<file path="config.mk">
export PLATFORM = sky130hd
export DESIGN_NAME = seq_binary_to_bcd_seven_segment
export DESIGN_NICKNAME = d
export VERILOG_FILES = /design/src/rtl/seq_binary_to_bcd_seven_segment.sv
export SDC_FILE = /design/constraint.sdc
export NUM_CORES = 1
export LEC_CHECK = 0
export BUFFER_PORTS_ARGS = -buffer_cell sky130_fd_sc_hd__buf_2
export CORE_MARGIN = 2
export CORE_UTILIZATION = 30
export CTS_CLUSTER_SIZE = 8
export DETAILED_ROUTE_END_ITERATION = 10
export MAX_ROUTING_LAYER = met4
export PLACE_DENSITY = 0.52
export SLEW_MARGIN = 40
export SYNTH_ARGS = -nofsm -noshare
export SYNTH_HDL_FRONTEND = slang
export SYNTH_SLANG_ARGS = --single-unit
</file>
<file path="constraint.sdc">
create_clock -name clock -period 1.67 [get_ports clock]
set_input_delay 0.167 -clock clock [delete_from_list [all_inputs] [get_ports clock]]
set_output_delay 0.167 -clock clock [all_outputs]
set_load 0.01 [all_outputs]
</file>
<file path="src/rtl/seq_binary_to_bcd_seven_segment.sv">
// Sequential binary-to-decimal seven-segment driver: a one-bit-per-cycle double-dabble
// engine behind a start/busy/done handshake, with sign digit, leading-zero blanking and overflow.
module seq_binary_to_bcd_seven_segment #(
  parameter int IN_WIDTH      = 10,
  parameter int NUM_DIGITS    = 4,
  parameter int SIGNED        = 1,
  parameter int BLANK_LEADING = 1
) (
  input  logic                    clock,
  input  logic                    resetn,
  input  logic                    start,
  input  logic [IN_WIDTH-1:0]     binary_in,
  output logic                    busy,
  output logic                    done,
  output logic                    overflow,
  output logic [7*NUM_DIGITS-1:0] seg_out
);
  localparam int BCD_DIGITS = NUM_DIGITS - SIGNED;
  localparam int BCD_W      = 4 * BCD_DIGITS;
  localparam int CW         = $clog2(IN_WIDTH + 1);

  localparam logic [6:0] SEG_BLANK = 7'b1111111;
  localparam logic [6:0] SEG_DASH  = 7'b0111111;

  typedef enum logic [1:0] {IDLE, SHIFT, DONE} state_t;

  state_t                  state;
  logic [IN_WIDTH-1:0]     mag_reg;
  logic [BCD_W-1:0]        bcd_reg;
  logic [BCD_W-1:0]        bcd_adj;
  logic                    neg_reg;
  logic                    ovf_sticky;
  logic [CW-1:0]           count_reg;
  logic                    neg_in;
  logic [IN_WIDTH-1:0]     mag_in;
  logic [7*NUM_DIGITS-1:0] seg_next;

  function automatic logic [6:0] encode(input logic [3:0] d);
    case (d)
      4'd0:    encode = 7'b1000000;
      4'd1:    encode = 7'b1111001;
      4'd2:    encode = 7'b0100100;
      4'd3:    encode = 7'b0110000;
      4'd4:    encode = 7'b0011001;
      4'd5:    encode = 7'b0010010;
      4'd6:    encode = 7'b0000010;
      4'd7:    encode = 7'b1111000;
      4'd8:    encode = 7'b0000000;
      4'd9:    encode = 7'b0010000;
      default: encode = SEG_BLANK;
    endcase
  endfunction

  // Negation is done in IN_WIDTH bits, so the most negative input maps to 2^(IN_WIDTH-1).
  assign neg_in = (SIGNED != 0) && binary_in[IN_WIDTH-1];
  assign mag_in = neg_in ? ('0 - binary_in) : binary_in;

  generate
    for (genvar gi = 0; gi < BCD_DIGITS; gi++) begin : g_adj
      assign bcd_adj[4*gi +: 4] = (bcd_reg[4*gi +: 4] >= 4'd5) ?
                                  bcd_reg[4*gi +: 4] + 4'd3 : bcd_reg[4*gi +: 4];
    end
  endgenerate

  // Display image of the finished BCD register; only sampled on the edge entering DONE.
  always_comb begin
    logic seen;
    seen     = 1'b0;
    seg_next = {NUM_DIGITS{SEG_BLANK}};
    for (int k = BCD_DIGITS - 1; k >= 0; k--) begin
      if (bcd_reg[4*k +: 4] != 4'd0) seen = 1'b1;
      if (ovf_sticky)
        seg_next[7*k +: 7] = SEG_DASH;
      else if ((BLANK_LEADING != 0) && !seen && (k != 0))
        seg_next[7*k +: 7] = SEG_BLANK;
      else
        seg_next[7*k +: 7] = encode(bcd_reg[4*k +: 4]);
    end
    if (SIGNED != 0)
      seg_next[7*(NUM_DIGITS-1) +: 7] = neg_reg ? SEG_DASH : SEG_BLANK;
  end

  always_ff @(posedge clock or negedge resetn) begin
    if (!resetn) begin
      state      <= IDLE;
      busy       <= 1'b0;
      done       <= 1'b0;
      overflow   <= 1'b0;
      seg_out    <= {NUM_DIGITS{SEG_BLANK}};
      mag_reg    <= '0;
      bcd_reg    <= '0;
      neg_reg    <= 1'b0;
      ovf_sticky <= 1'b0;
      count_reg  <= '0;
    end else begin
      done <= 1'b0;
      case (state)
        IDLE, DONE: begin
          busy  <= 1'b0;
          state <= IDLE;
          if (start) begin
            mag_reg    <= mag_in;
            neg_reg    <= neg_in;
            bcd_reg    <= '0;
            ovf_sticky <= 1'b0;
            count_reg  <= '0;
            busy       <= 1'b1;
            state      <= SHIFT;
          end
        end
        SHIFT: begin
          if (count_reg == CW'(IN_WIDTH)) begin
            seg_out  <= seg_next;
            overflow <= ovf_sticky;
            done     <= 1'b1;
            busy     <= 1'b0;
            state    <= DONE;
          end else begin
            // A 1 leaving the top nibble means the value no longer fits in BCD_DIGITS digits.
            {bcd_reg, mag_reg} <= {bcd_adj[BCD_W-2:0], mag_reg, 1'b0};
            if (bcd_adj[BCD_W-1]) ovf_sticky <= 1'b1;
            count_reg <= count_reg + CW'(1);
          end
        end
        default: state <= IDLE;
      endcase
    end
  end
endmodule

</file>
==> flow_summary.yaml <==
outcome:
  outcome: "finished, final reports clean"
synth:
  synth-seq-cells: 55
  synth_mux_area_frac: 0.0440
  yosys.area.top_type: "dfrtp_1"
  synth-main-ff-cell: "dfrtp_1"
  syn_area_um2: 3210
  synthXorXnorAreaFrac: 0.0300
  avgSynthCellArea_um2: 9.26
  synthArstFlopShare: 1.00
  yosys.area_share.simple: 0.187
  ys_seq_area_frac: 0.437
  synth-edff-count: 0
  synth_cells: 347
  ys_types: 53
  yosys_warnings: 0
  yosysTopAreaCellShare: 0.257
  synth_top_family_by_area: "simple AND/OR/NAND/NOR gates"
  synth_compound_area_frac: 0.166
  synth_area_leaders: "dfrtp_1 (26%), dfstp_2 (18%), ha_1 (7.0%)"
  synthAdderAreaFrac: 0.0701
sta:
  hold_ws_ns: 0.143
  rsz0062_at_grt: "true"
  max_freq_mhz: 620
  finalCriticalPeriod_ns: 1.61
  setup_viol_count_final: 0
  worst_pin_slew_ns: 0.610
  fin_ws_ns: 0.0568
  relSlewSlack: 0.589
  drv_slew: 0
  skew_ns: 0.00742
  hold_viol_final: 0
  timing.final.crit_share: 0.966
drt:
  routed_wirelength_um: 7280
  firstDrtPassIters: 4
  drt_iter0_drc: 60
  antenna_left: 0
  routed_via_density: 4.66
  vias: 2563
  drt_drc_violations_left: 0
  wl_per_cell_um: 13.2
floorplan:
  die_w_um: 107
  core_area_um2: 10400
  row_count: 37
  initial_core_util: 0.310
  die_h_um: 107
  io_pins: 44
  die_area_um2: 11600
pwr:
  p_seq_frac: 0.340
  p_comb_frac: 0.540
  netSwitchingPower_uw: 3110
  swShare: 0.402
  p_clk_frac: 0.120
  intPower_uw: 4630
  power_density_nw_per_um2: 1940
  vdd_drop_max_mv: 0.639
  p_leak_uw: 0.00184
grt:
  grt_pass1_wl_um: 12200
  grt_usage: 0.136
  antenna_found_initial: 0
  grt_pass1_vias: 2542
  grt-ovfl-total: 0
  grt_max_degree: 56
final_layout:
  area_growth_pct: 24.1
  fillers: 1064
  antennaDiodeCount: 0
  largest_reg_flops: 22
  drive_gt1_frac: 0.314
  multi_input_area_um2: 1670
  final_nets: 444
  register_area_um2: 1400
  final_area_um2: 3990
placed_design:
  place_congestion: 0.802
  place_hpwl_um: 5290
  portBuffers: 37
  place_ws_ns: -0.0667
  dpl_cell_area_um2: 3750
critical_path:
  cp.required_ns: 1.92
  cp_slowest_cell: "dfrtp_1"
  cp-start-kind: "flip-flop"
  worstSetupPathType: "flip-flop to flip-flop"
  worstPathMaxFanout: 4
  max_stage_delay_ns: 0.39
  critical_path_arrival_ns: 1.86
  endpoint_kind: "flip-flop"
  crit_chain: "inv_1 > ha_2 > nand3b_1 > or2_4 > buf_6 > buf_4 > a22o_1"
clock_tree:
  cts_sinks: 55
  cts-htree-levels: 2
  clock_latency_ns: 0.31
  numCtsBuffers: 5
  clk_pin_slew_ns: 0.10
  cts_tree: "built"
  cts_buffer_depth: 2
  cts-root-buf: "clkbuf_8"
worst_hold_path:
  hp-class: "input pin to flip-flop"
job:
  cap_violations: 0
## synthesized netlist by cell type (3+ instances only)
cell      number
nand2_1       36
dfrtp_1       33
nor2_1        29
o21ai_0       26
dfstp_2       22
ha_1          18
inv_1         18
a21oi_1       17
mux2i_1       13
nor3_1        11
clkbuf_1       9
o22a_1         8
a31oi_1        6
buf_4          6
nand2b_1       6
xor2_1         6
buf_2          5
or3_1          5
xnor2_1        5
nand4_1        4
nor2b_1        4
nor3b_1        4
o21ai_1        4
a22o_1         3
a22oi_1        3
and2_1         3
nand3_1        3
## kinds of logic after synthesis
logic type / Yosys count
other: 1
muxes: 14
and+or+nand+nor: 119
buffers and inverters: 44
adders and majority gates: 18
DFF: 55
AOI/OAI and AO/OA: 85
xor gates and xnor gates: 11
## path summary, 6_finish.rpt
| check | start | end | slack (ns) | cells past startpoint |
|---|---|---|---|---|
| min in group asynchronous | resetn | bcd_reg[0] | 0.39 | 3 |
| hold / removal | binary_in[8] | mag_reg[8] | 0.14 | 3 |
| setup reg to reg | count_reg[0] | seg_out[13] | 0.06 | 7 |
| max in group asynchronous | resetn | seg_out[17] | 0.99 | 3 |
| hold reg to reg | neg_reg | seg_out[27] | 0.45 | 1 |
| setup / recovery | count_reg[0] | seg_out[13] | 0.06 | 7 |
## critical path: cells and delay by family (launching register included)
kind                       cells  cell delay (ns)
and+or+nand+nor                2             0.48
DFF                            1             0.39
AOI/OAI and AO/OA              1             0.22
adders and majority gates      1             0.16
buffers and inverters          3             0.31
## cells in the final DEF (no fill, tap or decap), types with 8 or more instances in the layout
cell | netlist | layout
nor2_1 | 29 | 25
nand2_1 | 36 | 36
o22a_1 | 8 | 8
a21oi_1 | 17 | 15
nor3_1 | 11 | 11
o21ai_0 | 26 | 25
mux2i_1 | 13 | 13
dfstp_2 | 22 | 22
buf_2 | 5 | 37
inv_1 | 18 | 18
buf_4 | 6 | 36
ha_1 | 18 | 16
dfrtp_1 | 33 | 33
## repair_timing
item | 4_1_cts | 5_1_grt
resized for setup | 0 | 19
endpoints found under the setup margin | 0 | 20
hold buffers | 1 | 0
buffers inserted | 0 | 3
endpoints found under the hold margin | 33 | 0
## power by group through the flow
stage	sequential, µW	clock [µW]	combinational [µW]
final	2640	926	4180
after global routing	2750	1000	4710
after CTS	2640	964	4060
after detailed placement	2660	0	4040
after global placement	2650	0	3990
after floorplan	2700	0	2620
## area by class of cell
class / count / share of cell area
inverters: 20 / 0.0207
multi-input cells: 253 / 0.419
repair buffers: 78 / 0.136
flip-flops and latches: 55 / 0.352
clock buffers: 6 / 0.0207
clock inverters: 2 / 0.00879
well taps: 136 / 0.0427
## through the flow
| step | setup TNS, ns | power (µW) | utilization | cells |
|---|---|---|---|---|
| after floorplan | 0 | 5320 | - | 352 |
| after global placement | -0.00107 | 6640 | 0.362 | 537 |
| after detailed placement | -0.0667 | 6700 | 0.362 | 537 |
| after CTS | 0 | 7660 | 0.374 | 546 |
| after global routing | -0.0969 | 8460 | 0.385 | 550 |
| final | 0 | 7740 | 0.385 | 550 |
## metal layers
layer | up-vias | wire [µm] | track usage
met5 | - | 0 | -
met4 | 0 | 49 | 0.0330
met2 | 42 | 3420 | 0.212
met3 | 2 | 266 | 0.0254
li1 | 1345 | - | -
met1 | 1174 | 3540 | 0.183
No activity file was read; power rests on OpenSTA's default activity.
